File: config.mk
export PLATFORM = sky130hd
export DESIGN_NAME = store_miss_addr_queue
export DESIGN_NICKNAME = d
export VERILOG_FILES = /design/src/rtl/store_miss_addr_queue_pkg.sv /design/src/rtl/store_miss_addr_queue_addr_fifo.sv /design/src/rtl/store_miss_addr_queue.sv
export SDC_FILE = /design/constraint.sdc
export NUM_CORES = 1
export LEC_CHECK = 0
export CORE_ASPECT_RATIO = 0.7
export CORE_MARGIN = 2
export CORE_UTILIZATION = 45
export CTS_BUF_LIST = sky130_fd_sc_hd__clkbuf_8
export DETAILED_ROUTE_END_ITERATION = 16
export MAX_ROUTING_LAYER = met4
export PLACE_DENSITY = 0.72
export SETUP_SLACK_MARGIN = 0.5
export SKIP_LAST_GASP = 1
export SYNTH_ARGS = -nofsm -noshare
export SYNTH_HDL_FRONTEND = slang
export SYNTH_HIERARCHICAL = 1
export SYNTH_SLANG_ARGS = --single-unit
File: constraint.sdc
create_clock -name Phi1 -period 11.7 [get_ports Phi1]
set_clock_uncertainty 0.1 [all_clocks]
set_input_delay 2.34 -clock Phi1 [delete_from_list [all_inputs] [get_ports Phi1]]
set_output_delay 2.34 -clock Phi1 [all_outputs]
set_load 0.01 [all_outputs]
File: src/rtl/store_miss_addr_queue_pkg.sv
// Shared definitions for the store/miss address queue.
// Holds the output-select encodings, the miss FSM state encoding and the
// memory-op code driven when a probe owns the output.
package store_miss_addr_queue_pkg;

   // Output source select
   localparam logic [1:0] SEL_NONE  = 2'b00;
   localparam logic [1:0] SEL_STORE = 2'b01;
   localparam logic [1:0] SEL_MISS  = 2'b10;
   localparam logic [1:0] SEL_PROBE = 2'b11;

   // Miss request life cycle
   typedef enum logic [1:0] {
      MISS_IDLE   = 2'b00,
      MISS_PEND   = 2'b01,
      MISS_ISSUED = 2'b10
   } miss_state_e;

   // Op code presented while a probe owns the output
   localparam logic [2:0] PROBE_OP = 3'b010;

endpackage

File: src/rtl/store_miss_addr_queue_addr_fifo.sv
// addr_fifo: circular FIFO of {op, address} entries for queued stores.
// Ports:
//   clk, rst_n    clock, asynchronous active-low reset (pointers only)
//   push, din     write request and entry data
//   pop           remove the head entry (ignored when empty)
//   dout          head entry
//   full, empty   occupancy status
//   accepted      push taken this cycle
//   entry_valid   per-slot occupancy, indexed by physical slot
//   entry_addr    per-slot address field (low ADDR_W bits of each entry)
module addr_fifo
   import store_miss_addr_queue_pkg::*;
#(
   parameter int WIDTH  = 35,
   parameter int DEPTH  = 4,
   parameter int ADDR_W = 32
) (
   input  logic                     clk,
   input  logic                     rst_n,
   input  logic                     push,
   input  logic                     pop,
   input  logic [WIDTH-1:0]         din,
   output logic [WIDTH-1:0]         dout,
   output logic                     full,
   output logic                     empty,
   output logic                     accepted,
   output logic [DEPTH-1:0]         entry_valid,
   output logic [DEPTH*ADDR_W-1:0]  entry_addr
);

   localparam int PW = $clog2(DEPTH);

   logic [WIDTH-1:0] mem [DEPTH];
   logic [PW:0]      wr_ptr;
   logic [PW:0]      rd_ptr;
   logic [PW:0]      count;
   logic             pop_ok;
   logic [PW:0]      offset;

   // Extra MSB on each pointer distinguishes full from empty when indices match
   assign full     = (wr_ptr[PW-1:0] == rd_ptr[PW-1:0]) && (wr_ptr[PW] != rd_ptr[PW]);
   assign empty    = (wr_ptr == rd_ptr);
   assign pop_ok   = pop && !empty;
   assign accepted = push && (!full || pop_ok);
   assign count    = wr_ptr - rd_ptr;
   assign dout     = mem[rd_ptr[PW-1:0]];

   always_ff @(posedge clk or negedge rst_n) begin
      if (!rst_n) begin
         wr_ptr <= '0;
         rd_ptr <= '0;
      end else begin
         if (accepted) wr_ptr <= wr_ptr + 1'b1;
         if (pop_ok)   rd_ptr <= rd_ptr + 1'b1;
      end
   end

   // Entry storage carries no reset; occupancy comes from the pointers alone
   always_ff @(posedge clk) begin
      if (accepted) mem[wr_ptr[PW-1:0]] <= din;
   end

   // A slot is live when its distance from the read index is below the count
   always_comb begin
      entry_valid = '0;
      entry_addr  = '0;
      offset      = '0;
      for (int i = 0; i < DEPTH; i++) begin
         offset                        = {1'b0, PW'(i) - rd_ptr[PW-1:0]};
         entry_valid[i]                = (offset < count);
         entry_addr[i*ADDR_W +: ADDR_W] = mem[i][ADDR_W-1:0];
      end
   end

endmodule

File: src/rtl/store_miss_addr_queue.sv
// store_miss_addr_queue: arbitrates one output among an external probe, a
// single outstanding cache miss and a FIFO of store addresses.
// Ports:
//   Phi1, ResetB                       clock, asynchronous active-low reset
//   stoPush_s1/stoOp_s1/stoAddr_s1     store enqueue
//   stoFull_s1, stoEmpty_s1, stoOvf_s1 FIFO status, dropped-push pulse
//   missLoad_s1/missOp_s1/missAddr_s1  miss capture; missDone_s1 fill done
//   missBusy_s1                        miss tracker not idle
//   probeReq_s1, probeAddr_s1          external probe (highest priority)
//   outAccept_s1                       consumer takes current output
//   outValid_s1/outSel_s1/outOp_s1/outAddr_s1  arbitrated output
//   shMemAddr_s1, shMemDrv_s1          line-aligned address, driven for misses
//   matchAddr_s1, stoHit_s1            line hazard check against queued stores
module store_miss_addr_queue
   import store_miss_addr_queue_pkg::*;
#(
   parameter int ADDR_W = 32,
   parameter int OP_W   = 3,
   parameter int DEPTH  = 4,
   parameter int LINE_W = 5
) (
   input  logic              Phi1,
   input  logic              ResetB,
   input  logic              stoPush_s1,
   input  logic [OP_W-1:0]   stoOp_s1,
   input  logic [ADDR_W-1:0] stoAddr_s1,
   output logic              stoFull_s1,
   output logic              stoEmpty_s1,
   output logic              stoOvf_s1,
   input  logic              missLoad_s1,
   input  logic [OP_W-1:0]   missOp_s1,
   input  logic [ADDR_W-1:0] missAddr_s1,
   input  logic              missDone_s1,
   output logic              missBusy_s1,
   input  logic              probeReq_s1,
   input  logic [ADDR_W-1:0] probeAddr_s1,
   input  logic              outAccept_s1,
   output logic              outValid_s1,
   output logic [1:0]        outSel_s1,
   output logic [OP_W-1:0]   outOp_s1,
   output logic [ADDR_W-1:0] outAddr_s1,
   output logic [ADDR_W-1:0] shMemAddr_s1,
   output logic              shMemDrv_s1,
   input  logic [ADDR_W-1:0] matchAddr_s1,
   output logic              stoHit_s1
);

   localparam int ENTRY_W = OP_W + ADDR_W;
   // Keeps the line-address bits, clears the offset within a line
   localparam logic [ADDR_W-1:0] LINE_MASK = ~((ADDR_W'(1) << LINE_W) - ADDR_W'(1));

   logic [ENTRY_W-1:0]      fifo_head;
   logic                    push_ok;
   logic                    pop;
   logic [DEPTH-1:0]        entry_valid;
   logic [DEPTH*ADDR_W-1:0] entry_addr;
   miss_state_e             miss_state;
   miss_state_e             miss_state_nxt;
   logic [OP_W-1:0]         miss_op;
   logic [ADDR_W-1:0]       miss_addr;

   addr_fifo #(
      .WIDTH  (ENTRY_W),
      .DEPTH  (DEPTH),
      .ADDR_W (ADDR_W)
   ) u_fifo (
      .clk         (Phi1),
      .rst_n       (ResetB),
      .push        (stoPush_s1),
      .pop         (pop),
      .din         ({stoOp_s1, stoAddr_s1}),
      .dout        (fifo_head),
      .full        (stoFull_s1),
      .empty       (stoEmpty_s1),
      .accepted    (push_ok),
      .entry_valid (entry_valid),
      .entry_addr  (entry_addr)
   );

   assign pop = outAccept_s1 && outValid_s1 && (outSel_s1 == SEL_STORE);

   // Registered so the drop is reported as a clean pulse in the following cycle
   always_ff @(posedge Phi1 or negedge ResetB) begin
      if (!ResetB) stoOvf_s1 <= 1'b0;
      else         stoOvf_s1 <= stoPush_s1 && !push_ok;
   end

   always_ff @(posedge Phi1 or negedge ResetB) begin
      if (!ResetB) miss_state <= MISS_IDLE;
      else         miss_state <= miss_state_nxt;
   end

   always_comb begin
      miss_state_nxt = miss_state;
      case (miss_state)
         MISS_IDLE:   if (missLoad_s1) miss_state_nxt = MISS_PEND;
         MISS_PEND:   if (outAccept_s1 && (outSel_s1 == SEL_MISS)) miss_state_nxt = MISS_ISSUED;
         MISS_ISSUED: if (missDone_s1) miss_state_nxt = MISS_IDLE;
         default:     miss_state_nxt = MISS_IDLE;
      endcase
   end

   // Miss payload is data only; it is meaningful just while the tracker is busy
   always_ff @(posedge Phi1) begin
      if ((miss_state == MISS_IDLE) && missLoad_s1) begin
         miss_op   <= missOp_s1;
         miss_addr <= missAddr_s1;
      end
   end

   assign missBusy_s1 = (miss_state != MISS_IDLE);

   always_comb begin
      outValid_s1 = 1'b0;
      outSel_s1   = SEL_NONE;
      outOp_s1    = '0;
      outAddr_s1  = '0;
      if (probeReq_s1) begin
         outValid_s1 = 1'b1;
         outSel_s1   = SEL_PROBE;
         outOp_s1    = OP_W'(PROBE_OP);
         outAddr_s1  = probeAddr_s1;
      end else if (miss_state == MISS_PEND) begin
         outValid_s1 = 1'b1;
         outSel_s1   = SEL_MISS;
         outOp_s1    = miss_op;
         outAddr_s1  = miss_addr;
      end else if (!stoEmpty_s1) begin
         outValid_s1 = 1'b1;
         outSel_s1   = SEL_STORE;
         {outOp_s1, outAddr_s1} = fifo_head;
      end
   end

   assign shMemAddr_s1 = outAddr_s1 & LINE_MASK;
   assign shMemDrv_s1  = outValid_s1 && (outSel_s1 == SEL_MISS);

   // Only entries already in the FIFO compare; a same-cycle push is not yet live
   always_comb begin
      stoHit_s1 = 1'b0;
      for (int i = 0; i < DEPTH; i++) begin
         if (entry_valid[i] &&
             (((entry_addr[i*ADDR_W +: ADDR_W] ^ matchAddr_s1) & LINE_MASK) == '0))
            stoHit_s1 = 1'b1;
      end
   end

endmodule

==> impl_metrics.prom, run 1 <==
# TYPE chip_impl_metric gauge
chip_impl_metric{name="critical_path_peak_fanout",unit=""} 4
chip_impl_metric{name="clkSinkCount",unit=""} 184
chip_impl_metric{name="p_leak",unit="nW"} 3.852
chip_impl_metric{name="globalRouteMet1Util",unit="%"} 26.67
chip_impl_metric{name="syn_inst",unit=""} 742
chip_impl_metric{name="met3_usage",unit="%"} 8.608
chip_impl_metric{name="post_drt_via_cell_ratio",unit=""} 5.248
chip_impl_info{name="critPathLaunchType",value="input pin"} 1
chip_impl_metric{name="timing.final.crit_period",unit="ns"} 7.367
chip_impl_info{name="cts_tree",value="yes"} 1
chip_impl_metric{name="fin_hold_ws",unit="ns"} 0.4909
chip_impl_metric{name="chipHeight",unit="um"} 128.3
chip_impl_metric{name="grtUsageMet2",unit="%"} 31.33
chip_impl_metric{name="num-fill-cells",unit=""} 1815
chip_impl_metric{name="nets",unit=""} 961
chip_impl_metric{name="cts-hold-fix-buffers",unit=""} 0
chip_impl_metric{name="number_of_global_route_vias_before_repair",unit=""} 5730
chip_impl_info{name="worst-setup-path-type",value="in2out"} 1
chip_impl_metric{name="post_route_cells_drive_above_1_share",unit="%"} 10.15
chip_impl_metric{name="drtIter0Drc",unit=""} 506
chip_impl_metric{name="regToRegSetupSlack",unit="ns"} 7.14
chip_impl_info{name="worst_setup_path_end_kind",value="primary output"} 1
chip_impl_metric{name="cts.path.max_buffers",unit=""} 2
chip_impl_info{name="most-common-layout-cells",value="205 x sky130_fd_sc_hd__clkdlybuf4s50_1, 175 x sky130_fd_sc_hd__edfxtp_1, 64 x sky130_fd_sc_hd__xnor2_1"} 1
chip_impl_metric{name="gp_congestion",unit=""} 0.9143
chip_impl_info{name="globalRoute.busiestLayer",value="met2"} 1
chip_impl_metric{name="slew-limit-headroom",unit="%"} 26.84
chip_impl_metric{name="setup_tns",unit="ns"} 0
chip_impl_metric{name="cts.repair_timing.setup_buffer_count",unit=""} 0
chip_impl_metric{name="finalCritPeriodShare",unit="%"} 62.96
chip_impl_metric{name="fp.dieArea",unit="um^2"} 23280
chip_impl_metric{name="max_slew.worst_pin.slew",unit="ns"} 1.095
chip_impl_metric{name="drtAntennaViolNets",unit=""} 0
chip_impl_metric{name="port-buffer-count",unit=""} 206
chip_impl_metric{name="dp_hpwl",unit="um"} 17120
chip_impl_metric{name="via_count_of_the_routed_design",unit=""} 5783
chip_impl_metric{name="grt_util_all_layers",unit="%"} 20.98
chip_impl_metric{name="number_of_antenna_violations_at_the_first_check_in_global_routing",unit=""} 2
chip_impl_metric{name="cts.reportedPaths.clkPinSlew",unit="ns"} 0.10
chip_impl_metric{name="remaining_design_rule_violation_count",unit=""} 0
chip_impl_metric{name="start_util",unit="%"} 45.80
chip_impl_metric{name="vdd_ir_drop_max",unit="uV"} 103.8
chip_impl_metric{name="fmax",unit="GHz"} 0.1357
chip_impl_metric{name="avgSynthCellArea",unit="um^2"} 13.38
chip_impl_info{name="library_cell_used_as_clock_root_buffer",value="sky130_fd_sc_hd__clkbuf_8"} 1
chip_impl_metric{name="detailedRoute.firstPassIterationCount",unit=""} 5
chip_impl_metric{name="fp.coreArea",unit="um^2"} 21680
chip_impl_metric{name="area_of_the_mapped_netlist",unit="um^2"} 9927
chip_impl_metric{name="grt_first_pass_wirelength",unit="um"} 34300
chip_impl_metric{name="report.final.setup_viol",unit=""} 0
chip_impl_metric{name="route.final.wire_length",unit="um"} 23490
chip_impl_metric{name="cts_resized",unit=""} 0
chip_impl_metric{name="globalRouteOverflowTotal",unit=""} 0
chip_impl_info{name="layout.cells.most_common",value="sky130_fd_sc_hd__clkdlybuf4s50_1"} 1
chip_impl_metric{name="routedWlPerCell",unit="um"} 21.31
chip_impl_metric{name="floorplan.rows",unit=""} 45
chip_impl_metric{name="arrival",unit="ns"} 4.93
chip_impl_metric{name="total_clock_buffers_created_by_cts",unit=""} 17
chip_impl_metric{name="layout-area-overhead-vs-synth",unit="%"} 16.96
chip_impl_metric{name="floorplan.io_pins",unit=""} 217
chip_impl_metric{name="htree_num_levels",unit=""} 4
chip_impl_info{name="worstHoldPathType",value="reg2reg"} 1
chip_impl_metric{name="synth-warning-count",unit=""} 6
chip_impl_info{name="run_status",value="finished clean"} 1
chip_impl_metric{name="cap_viol_max_count",unit=""} 0
chip_impl_metric{name="power_density",unit="nW/um^2"} 222.6
chip_impl_info{name="grt_setup_unrepaired",value="false"} 1
chip_impl_metric{name="die_w",unit="um"} 181.5
chip_impl_metric{name="final-max-slew-violation-count",unit=""} 0
chip_impl_metric{name="clock_latency",unit="ns"} 0.46
chip_impl_metric{name="finalHoldViolations",unit=""} 0
chip_impl_metric{name="grt_max_degree",unit=""} 69
chip_impl_metric{name="total_power",unit="mW"} 2.584
chip_impl_metric{name="timing.critical_path.required",unit="ns"} 9.26
-- path summary, 6_finish.rpt --
check / start / to / cells after the start
worst min register to register: miss_state[1] / miss_state[1] / 1
worst max register to register: u_fifo/rd_ptr[1] / u_fifo/mem[2][14] / 8
min in group asynchronous: ResetB / u_fifo/wr_ptr[2] / 1
worst max-delay path: matchAddr_s1[9] / stoHit_s1 / 7
max in group asynchronous: ResetB / u_fifo/rd_ptr[0] / 1
worst min-delay path: miss_state[1] / miss_state[1] / 1
-- layer usage --
metal	up-vias	part of all wire, %	wire [um]
met4	0	1.4	319
met3	25	12	2807
met1	2798	41	9720
li1	2686	-	-
met5	-	0	0
met2	274	45	10640
-- registers in the layout (all words and copies together), names as in the netlist --
signal / count
miss_addr: 32
u_fifo/rd_ptr: 3
u_fifo/wr_ptr: 3
miss_state: 2
miss_op: 3
stoOvf_s1: 1
u_fifo/mem: 140
-- final cells by class --
class	count	area [um^2]	share of cell area, %
Sequential cell	184	5482	47.21
Multi-Input combinational cell	382	3231	27.82
Timing Repair Buffer	209	2079	17.91
Tap cell	282	352.8	3.039
Clock buffer	17	234.0	2.015
Clock inverter	15	186.4	1.606
Inverter	11	41.29	0.3556
Antenna cell	2	5.005	0.04310
-- per-stage QoR --
| stage | worst slack [ns] | utilization [%] | cell area (um^2) | std cells |
|---|---|---|---|---|
| floorplan | 6.071 | - | 9942 | 746 |
| global placement | 4.489 | 51.60 | 11190 | 1068 |
| detailed placement | 4.506 | 51.60 | 11190 | 1068 |
| CTS | 4.492 | 53.54 | 11610 | 1100 |
| global route | 4.178 | 53.56 | 11610 | 1102 |
| finish | 4.333 | 53.56 | 11610 | 1102 |
-- critical path, stage by stage --
cell and delay, ns:
sky130_fd_sc_hd__clkdlybuf4s50_1 0.52, sky130_fd_sc_hd__xnor2_1 0.59, sky130_fd_sc_hd__nand4_1 0.29, sky130_fd_sc_hd__nor4_1 0.33, sky130_fd_sc_hd__nand4_1 0.13, sky130_fd_sc_hd__nand4_1 0.15, sky130_fd_sc_hd__clkdlybuf4s50_1 0.57
-- power breakdown --
group | leakage (nW) | switching (mW) | internal [mW]
logic | 1.92 | 0.633 | 0.546
clock network | 0.213 | 0.248 | 0.200
registers | 1.72 | 0.0666 | 0.892
No activity file was read; power rests on OpenSTA's default activity.
==> run 2: changes to the inputs <==
- clock period: 11.7 -> 7.2 ns (I/O delays scaled with it)
==> impl_metrics.prom, run 2 (synthesized netlist as in run 1, its figures left out) <==
# TYPE chip_impl_metric gauge
chip_impl_metric{name="fmax",unit="GHz"} 0.1688
chip_impl_info{name="worstHoldPathType",value="reg2reg"} 1
chip_impl_metric{name="clkSinkCount",unit=""} 184
chip_impl_metric{name="floorplan.rows",unit=""} 45
chip_impl_info{name="crit-reg2reg-capture",value="u_fifo/mem[1][16]"} 1
chip_impl_info{name="worst_setup_path_end_kind",value="primary output"} 1
chip_impl_metric{name="finalCritPeriodShare",unit="%"} 82.29
chip_impl_metric{name="setup_tns",unit="ns"} 0
chip_impl_metric{name="layout_setup_ws",unit="ns"} 1.275
chip_impl_metric{name="via_count_of_the_routed_design",unit=""} 5851
chip_impl_info{name="slowest_stage",value="sky130_fd_sc_hd__fa_1"} 1
chip_impl_metric{name="total_clock_buffers_created_by_cts",unit=""} 17
chip_impl_metric{name="cts-hold-fix-buffers",unit=""} 0
chip_impl_info{name="min_delay_worst_endpoint",value="miss_state[1]"} 1
chip_impl_metric{name="post_route_cells_drive_above_1_share",unit="%"} 10.15
chip_impl_metric{name="regToRegSetupSlack",unit="ns"} 2.41
chip_impl_metric{name="port-buffer-count",unit=""} 206
chip_impl_metric{name="chipHeight",unit="um"} 128.3
chip_impl_metric{name="finalHoldViolations",unit=""} 0
chip_impl_metric{name="cap_viol_max_count",unit=""} 0
chip_impl_metric{name="gp_congestion",unit=""} 0.9341
chip_impl_metric{name="cts.reportedPaths.clkPinSlew",unit="ns"} 0.10
chip_impl_metric{name="number_of_antenna_violations_at_the_first_check_in_global_routing",unit=""} 7
chip_impl_metric{name="route.final.wire_length",unit="um"} 23520
chip_impl_metric{name="report.final.setup_viol",unit=""} 0
chip_impl_metric{name="layout-area-overhead-vs-synth",unit="%"} 16.83
chip_impl_metric{name="globalRouteOverflowTotal",unit=""} 0
chip_impl_metric{name="fp.dieArea",unit="um^2"} 23280
chip_impl_metric{name="grt_max_degree",unit=""} 69
chip_impl_metric{name="vdd_ir_drop_max",unit="uV"} 169.3
chip_impl_metric{name="place_worst_setup_slack",unit="ns"} 1.792
chip_impl_info{name="grt_setup_unrepaired",value="false"} 1
chip_impl_metric{name="timing.critical_path.required",unit="ns"} 5.66
chip_impl_metric{name="remaining_design_rule_violation_count",unit=""} 0
chip_impl_info{name="critPathLaunchType",value="flop"} 1
chip_impl_metric{name="final-max-slew-violation-count",unit=""} 0
chip_impl_info{name="crit_chain",value="buf_4 -> inv_1 -> fa_1 -> inv_1 -> ha_1 -> nor2b_1 -> o21ai_0 -> nand4_1 -> nor4_1 -> nand4_1 -> nand4_1 -> clkdlybuf4s50_1"} 1
chip_impl_info{name="run_status",value="finished clean"} 1
chip_impl_info{name="layout.cells.most_common",value="sky130_fd_sc_hd__clkdlybuf4s50_1"} 1
chip_impl_metric{name="cts.repair_timing.setup_buffer_count",unit=""} 0
chip_impl_metric{name="power_density",unit="nW/um^2"} 360.2
chip_impl_metric{name="cts_resized",unit=""} 0
chip_impl_metric{name="drtIter0Drc",unit=""} 581
chip_impl_metric{name="fp.coreArea",unit="um^2"} 21680
chip_impl_metric{name="critical_path_peak_fanout",unit=""} 38
chip_impl_metric{name="seqCellArea",unit="um^2"} 5482
chip_impl_metric{name="timing.final.crit_period",unit="ns"} 5.925
chip_impl_metric{name="max_slew.worst_pin.slew",unit="ns"} 1.109
chip_impl_info{name="cts_tree",value="yes"} 1
chip_impl_info{name="hp-start",value="miss_state[1]"} 1
chip_impl_metric{name="number_of_global_route_vias_before_repair",unit=""} 5752
chip_impl_metric{name="die_w",unit="um"} 181.5
chip_impl_metric{name="grt_util_all_layers",unit="%"} 21.42
chip_impl_info{name="worst-setup-path-type",value="reg2out"} 1
chip_impl_metric{name="depth_of_the_worst_register_to_register_path",unit=""} 7
chip_impl_metric{name="drtAntennaViolNets",unit=""} 0
chip_impl_metric{name="num-fill-cells",unit=""} 1797
chip_impl_metric{name="cts.path.max_buffers",unit=""} 2
chip_impl_info{name="timing.rr.start",value="u_fifo/rd_ptr[0]"} 1
chip_impl_metric{name="max_stage_delay",unit="ns"} 0.56
chip_impl_metric{name="routedWlPerCell",unit="um"} 21.24
chip_impl_metric{name="clock_latency",unit="ns"} 0.48
chip_impl_info{name="crit_path_frequent_cell",value="sky130_fd_sc_hd__nand4_1"} 1
chip_impl_info{name="most-common-layout-cells",value="205 x sky130_fd_sc_hd__clkdlybuf4s50_1, 175 x sky130_fd_sc_hd__edfxtp_1, 64 x sky130_fd_sc_hd__xnor2_1"} 1
chip_impl_metric{name="dp_hpwl",unit="um"} 17110
chip_impl_metric{name="slew-limit-headroom",unit="%"} 26.09
chip_impl_metric{name="largest_reg_flops",unit=""} 140
chip_impl_metric{name="combined_area_of_the_multi_input_logic_cells",unit="um^2"} 3231
chip_impl_info{name="library_cell_used_as_clock_root_buffer",value="sky130_fd_sc_hd__clkbuf_8"} 1
chip_impl_metric{name="htree_num_levels",unit=""} 4
chip_impl_metric{name="worstHoldPathCells",unit=""} 1
chip_impl_metric{name="arrival",unit="ns"} 4.38
chip_impl_metric{name="start_util",unit="%"} 45.80
chip_impl_metric{name="nets",unit=""} 961
chip_impl_metric{name="floorplan.io_pins",unit=""} 217
chip_impl_metric{name="p_leak",unit="nW"} 3.833
chip_impl_metric{name="grt_first_pass_wirelength",unit="um"} 34910
chip_impl_metric{name="detailedRoute.firstPassIterationCount",unit=""} 7
chip_impl_metric{name="post_drt_via_cell_ratio",unit=""} 5.285
run 2: cell types whose count changed in the layout (fill, tap and decap cells not counted), sizes merged:
cell      previous run  this run
clkinv               6         5
diode                2         7
bufinv               2         1
clkinvlp             0         2
run 2: worst max-delay path: cells and delay by family (launching register included):
family                     cells  cell delay, ns
DFF                            1            0.33
buffers and inverters          4            1.42
adders and majority gates      2            0.85
AOI/OAI and AO/OA              1            0.38
and+or+nand+nor                5            0.93
run 2: worst max path at each step:
stage | slack (ns) | depth (start not counted) | end | start
finish | 1.28 | 12 | stoHit_s1 | u_fifo/rd_ptr[1]
global route | 1.07 | 12 | stoHit_s1 | u_fifo/rd_ptr[1]
CTS | 1.35 | 12 | stoHit_s1 | u_fifo/rd_ptr[1]
detailed placement | 1.79 | 7 | stoHit_s1 | matchAddr_s1[9]
global placement | 1.82 | 7 | stoHit_s1 | matchAddr_s1[9]
floorplan | 2.86 | 12 | shMemAddr_s1[27] | u_fifo/rd_ptr[1]
run 2: report_power, final:
group	total, mW	switching, mW	internal, mW
Clock	0.694	0.406	0.288
Combinational	1.90	1.01	0.890
Sequential	1.59	0.138	1.45
Total	4.18	1.55	2.63
run 2: final cells by class:
class	count	area share, %
sequential	184	47.26
multi-input combinational	382	27.86
timing repair buffer	209	17.93
tap	282	3.042
clock buffer	17	2.017
clock inverter	15	1.381
inverter	11	0.3560
antenna	7	0.1510
run 2: metrics by stage:
step	utilization, %	total power [mW]	instances	cell area [um^2]	hold WS [ns]
2_1_floorplan	-	2.936	746	9942	0.3993
3_3_place_gp	51.60	3.492	1068	11190	0.4591
3_5_place_dp	51.60	3.516	1068	11190	0.4608
4_1_cts	53.42	4.205	1100	11580	0.4862
5_1_grt	53.50	4.422	1107	11600	0.5042
6_report	53.50	4.177	1107	11600	0.4849
run 2: metal layers:
metal,GRT usage [%],vias up,wire length [um]
met5,-,-,0
met4,4.687,0,298
met3,8.693,21,2500
met2,31.35,267,10530
met1,28.12,2872,10190
li1,-,2691,-
==> run 3: changes to the inputs <==
- PLACE_DENSITY: 0.72 -> 0.75
- clock period: 7.2 -> 5.35 ns (I/O delays scaled with it)
==> impl_metrics.prom, run 3 (synthesized netlist as in run 1, its figures left out) <==
# TYPE chip_impl_metric gauge
chip_impl_metric{name="max_slew.worst_pin.slew",unit="ns"} 1.050
chip_impl_metric{name="arrival",unit="ns"} 3.45
chip_impl_metric{name="vdd_ir_drop_max",unit="uV"} 236.4
chip_impl_metric{name="fp.dieArea",unit="um^2"} 23280
chip_impl_info{name="worst-setup-path-type",value="reg2out"} 1
chip_impl_metric{name="total_clock_buffers_created_by_cts",unit=""} 17
chip_impl_metric{name="layout-area-overhead-vs-synth",unit="%"} 17.27
chip_impl_metric{name="gp_congestion",unit=""} 0.9793
chip_impl_metric{name="dp_hpwl",unit="um"} 17730
chip_impl_metric{name="fmax",unit="GHz"} 0.2165
chip_impl_metric{name="number_of_global_route_vias_before_repair",unit=""} 5964
chip_impl_metric{name="globalRouteMet1Util",unit="%"} 28.52
chip_impl_metric{name="cts.repair_timing.setup_buffer_count",unit=""} 0
chip_impl_info{name="layout.cells.most_common",value="sky130_fd_sc_hd__clkdlybuf4s50_1"} 1
chip_impl_metric{name="detailedRoute.firstPassIterationCount",unit=""} 5
chip_impl_metric{name="remaining_design_rule_violation_count",unit=""} 0
chip_impl_metric{name="start_util",unit="%"} 45.80
chip_impl_info{name="critPathLaunchType",value="flop"} 1
chip_impl_info{name="globalRoute.busiestLayer",value="met2"} 1
chip_impl_metric{name="port-buffer-count",unit=""} 206
chip_impl_metric{name="grt_util_all_layers",unit="%"} 21.91
chip_impl_metric{name="nets",unit=""} 969
chip_impl_metric{name="seqCellArea",unit="um^2"} 5482
chip_impl_metric{name="p_leak",unit="nW"} 3.868
chip_impl_metric{name="report.final.setup_viol",unit=""} 0
chip_impl_info{name="grt_setup_unrepaired",value="false"} 1
chip_impl_metric{name="via_count_of_the_routed_design",unit=""} 5921
chip_impl_metric{name="chipHeight",unit="um"} 128.3
chip_impl_info{name="run_status",value="finished clean"} 1
chip_impl_metric{name="globalRouteOverflowTotal",unit=""} 0
chip_impl_metric{name="critical_path_peak_fanout",unit=""} 5
chip_impl_info{name="library_cell_used_as_clock_root_buffer",value="sky130_fd_sc_hd__clkbuf_8"} 1
chip_impl_metric{name="cap_viol_max_count",unit=""} 0
chip_impl_metric{name="number_of_antenna_violations_at_the_first_check_in_global_routing",unit=""} 5
chip_impl_metric{name="grt_max_degree",unit=""} 44
chip_impl_metric{name="timing.final.crit_period",unit="ns"} 4.620
chip_impl_metric{name="post_drt_via_cell_ratio",unit=""} 5.320
chip_impl_metric{name="combined_area_of_the_multi_input_logic_cells",unit="um^2"} 3237
chip_impl_metric{name="die_w",unit="um"} 181.5
chip_impl_metric{name="floorplan.rows",unit=""} 45
chip_impl_metric{name="slew-limit-headroom",unit="%"} 29.84
chip_impl_metric{name="clock_latency",unit="ns"} 0.47
chip_impl_metric{name="layout_setup_ws",unit="ns"} 0.7303
chip_impl_metric{name="htree_num_levels",unit=""} 4
chip_impl_metric{name="clkSinkCount",unit=""} 184
chip_impl_info{name="worstHoldPathType",value="reg2reg"} 1
chip_impl_metric{name="largest_reg_flops",unit=""} 140
chip_impl_metric{name="num-fill-cells",unit=""} 1785
chip_impl_info{name="most-common-layout-cells",value="204 x sky130_fd_sc_hd__clkdlybuf4s50_1, 175 x sky130_fd_sc_hd__edfxtp_1, 64 x sky130_fd_sc_hd__xnor2_1"} 1
chip_impl_metric{name="route.final.wire_length",unit="um"} 24270
chip_impl_info{name="worst_setup_path_end_kind",value="primary output"} 1
chip_impl_metric{name="drtIter0Drc",unit=""} 505
chip_impl_metric{name="grtUsageMet2",unit="%"} 32.48
chip_impl_metric{name="finalHoldViolations",unit=""} 0
chip_impl_metric{name="drtAntennaViolNets",unit=""} 0
chip_impl_metric{name="met3_usage",unit="%"} 7.926
chip_impl_metric{name="finalCritPeriodShare",unit="%"} 86.35
chip_impl_metric{name="power_density",unit="nW/um^2"} 483.8
chip_impl_metric{name="cts.reportedPaths.clkPinSlew",unit="ns"} 0.10
chip_impl_metric{name="final-max-slew-violation-count",unit=""} 0
chip_impl_info{name="cts_tree",value="yes"} 1
chip_impl_metric{name="cts.path.max_buffers",unit=""} 2
chip_impl_metric{name="timing.critical_path.required",unit="ns"} 4.18
chip_impl_metric{name="place_worst_setup_slack",unit="ns"} 0.6475
chip_impl_metric{name="grt_first_pass_wirelength",unit="um"} 35950
chip_impl_metric{name="post_route_cells_drive_above_1_share",unit="%"} 11.14
chip_impl_metric{name="routedWlPerCell",unit="um"} 21.81
chip_impl_metric{name="fp.coreArea",unit="um^2"} 21680
chip_impl_metric{name="setup_tns",unit="ns"} 0
chip_impl_metric{name="floorplan.io_pins",unit=""} 217
==> run 3: cell count changes in the layout (fill, tap and decap cells not counted), sizes merged <==
cell / change
clkinvlp: +2
diode: -2
buf: +8
dlygate4sd2: +1
inv: -3
clkinv: +1
clkdlybuf4s50: -1
==> run 3: stage by stage <==
step | utilization, % | hold WS [ns] | total power, mW | instances | instance area [um^2]
CTS | 53.62 | 0.5171 | 5.670 | 1108 | 11620
detailed placement | 51.94 | 0.4947 | 4.775 | 1076 | 11260
floorplan | - | 0.3993 | 3.952 | 746 | 9942
global route | 53.70 | 0.5318 | 5.970 | 1113 | 11640
global placement | 51.94 | 0.4503 | 4.742 | 1076 | 11260
finish | 53.70 | 0.5156 | 5.632 | 1113 | 11640
==> run 3: cell type report <==
type                            instances  share of cell area, %
Multi-Input combinational cell        382                  27.81
Clock inverter                         15                  1.129
Tap cell                              282                  3.031
Antenna cell                            5                 0.1075
Clock buffer                           17                  2.010
Timing Repair Buffer                  217                  18.48
Sequential cell                       184                  47.09
Inverter                               11                 0.3547
==> run 3: timing repair <==
action,in CTS,in global routing
resized for setup,3,2
setup endpoints to repair,1,3
gates cloned,0,0
hold buffers,0,0
pin swaps,2,2
==> run 3: path summary, 6_finish.rpt <==
path	from	to	slack (ns)	cells after the start
max reg2reg	u_fifo/rd_ptr[0]	u_fifo/mem[3][12]	1.73	10
min reg2reg	miss_state[1]	miss_state[1]	0.52	1
min in group asynchronous	ResetB	miss_state[1]	0.83	1
max	u_fifo/wr_ptr[0]	stoHit_s1	0.73	13
min	miss_state[1]	miss_state[1]	0.52	1
max in group asynchronous	ResetB	u_fifo/rd_ptr[0]	3.94	1
==> run 3: worst max-delay path, cell delays in order, from the launching register on <==
cell                            delay [ns]
sky130_fd_sc_hd__dfrtp_1              0.43
sky130_fd_sc_hd__inv_2                0.13
sky130_fd_sc_hd__ha_1                 0.15
sky130_fd_sc_hd__inv_1                0.05
sky130_fd_sc_hd__fa_1                 0.49
sky130_fd_sc_hd__inv_2                0.07
sky130_fd_sc_hd__ha_1                 0.26
sky130_fd_sc_hd__nor2b_1              0.12
sky130_fd_sc_hd__o21ai_1              0.17
sky130_fd_sc_hd__nand4_1              0.23
sky130_fd_sc_hd__nor4_2               0.30
sky130_fd_sc_hd__nand4_1              0.14
sky130_fd_sc_hd__nand4_1              0.16
sky130_fd_sc_hd__dlygate4sd2_1        0.28
==> run 3: report_power, final <==
group	switching, mW	total, mW	leakage, nW	internal (mW)
Sequential	0.152	2.10	1.72	1.95
Clock	0.525	0.894	0.180	0.369
Combinational	1.40	2.64	1.97	1.24
Total	2.08	5.63	3.87	3.55
==> run 3: per-layer routing <==
metal | wire [um] | part of all wire [%]
met1 | 10440 | 43
met2 | 11100 | 46
met3 | 2474 | 10
met4 | 263 | 1.1
met5 | 0 | 0
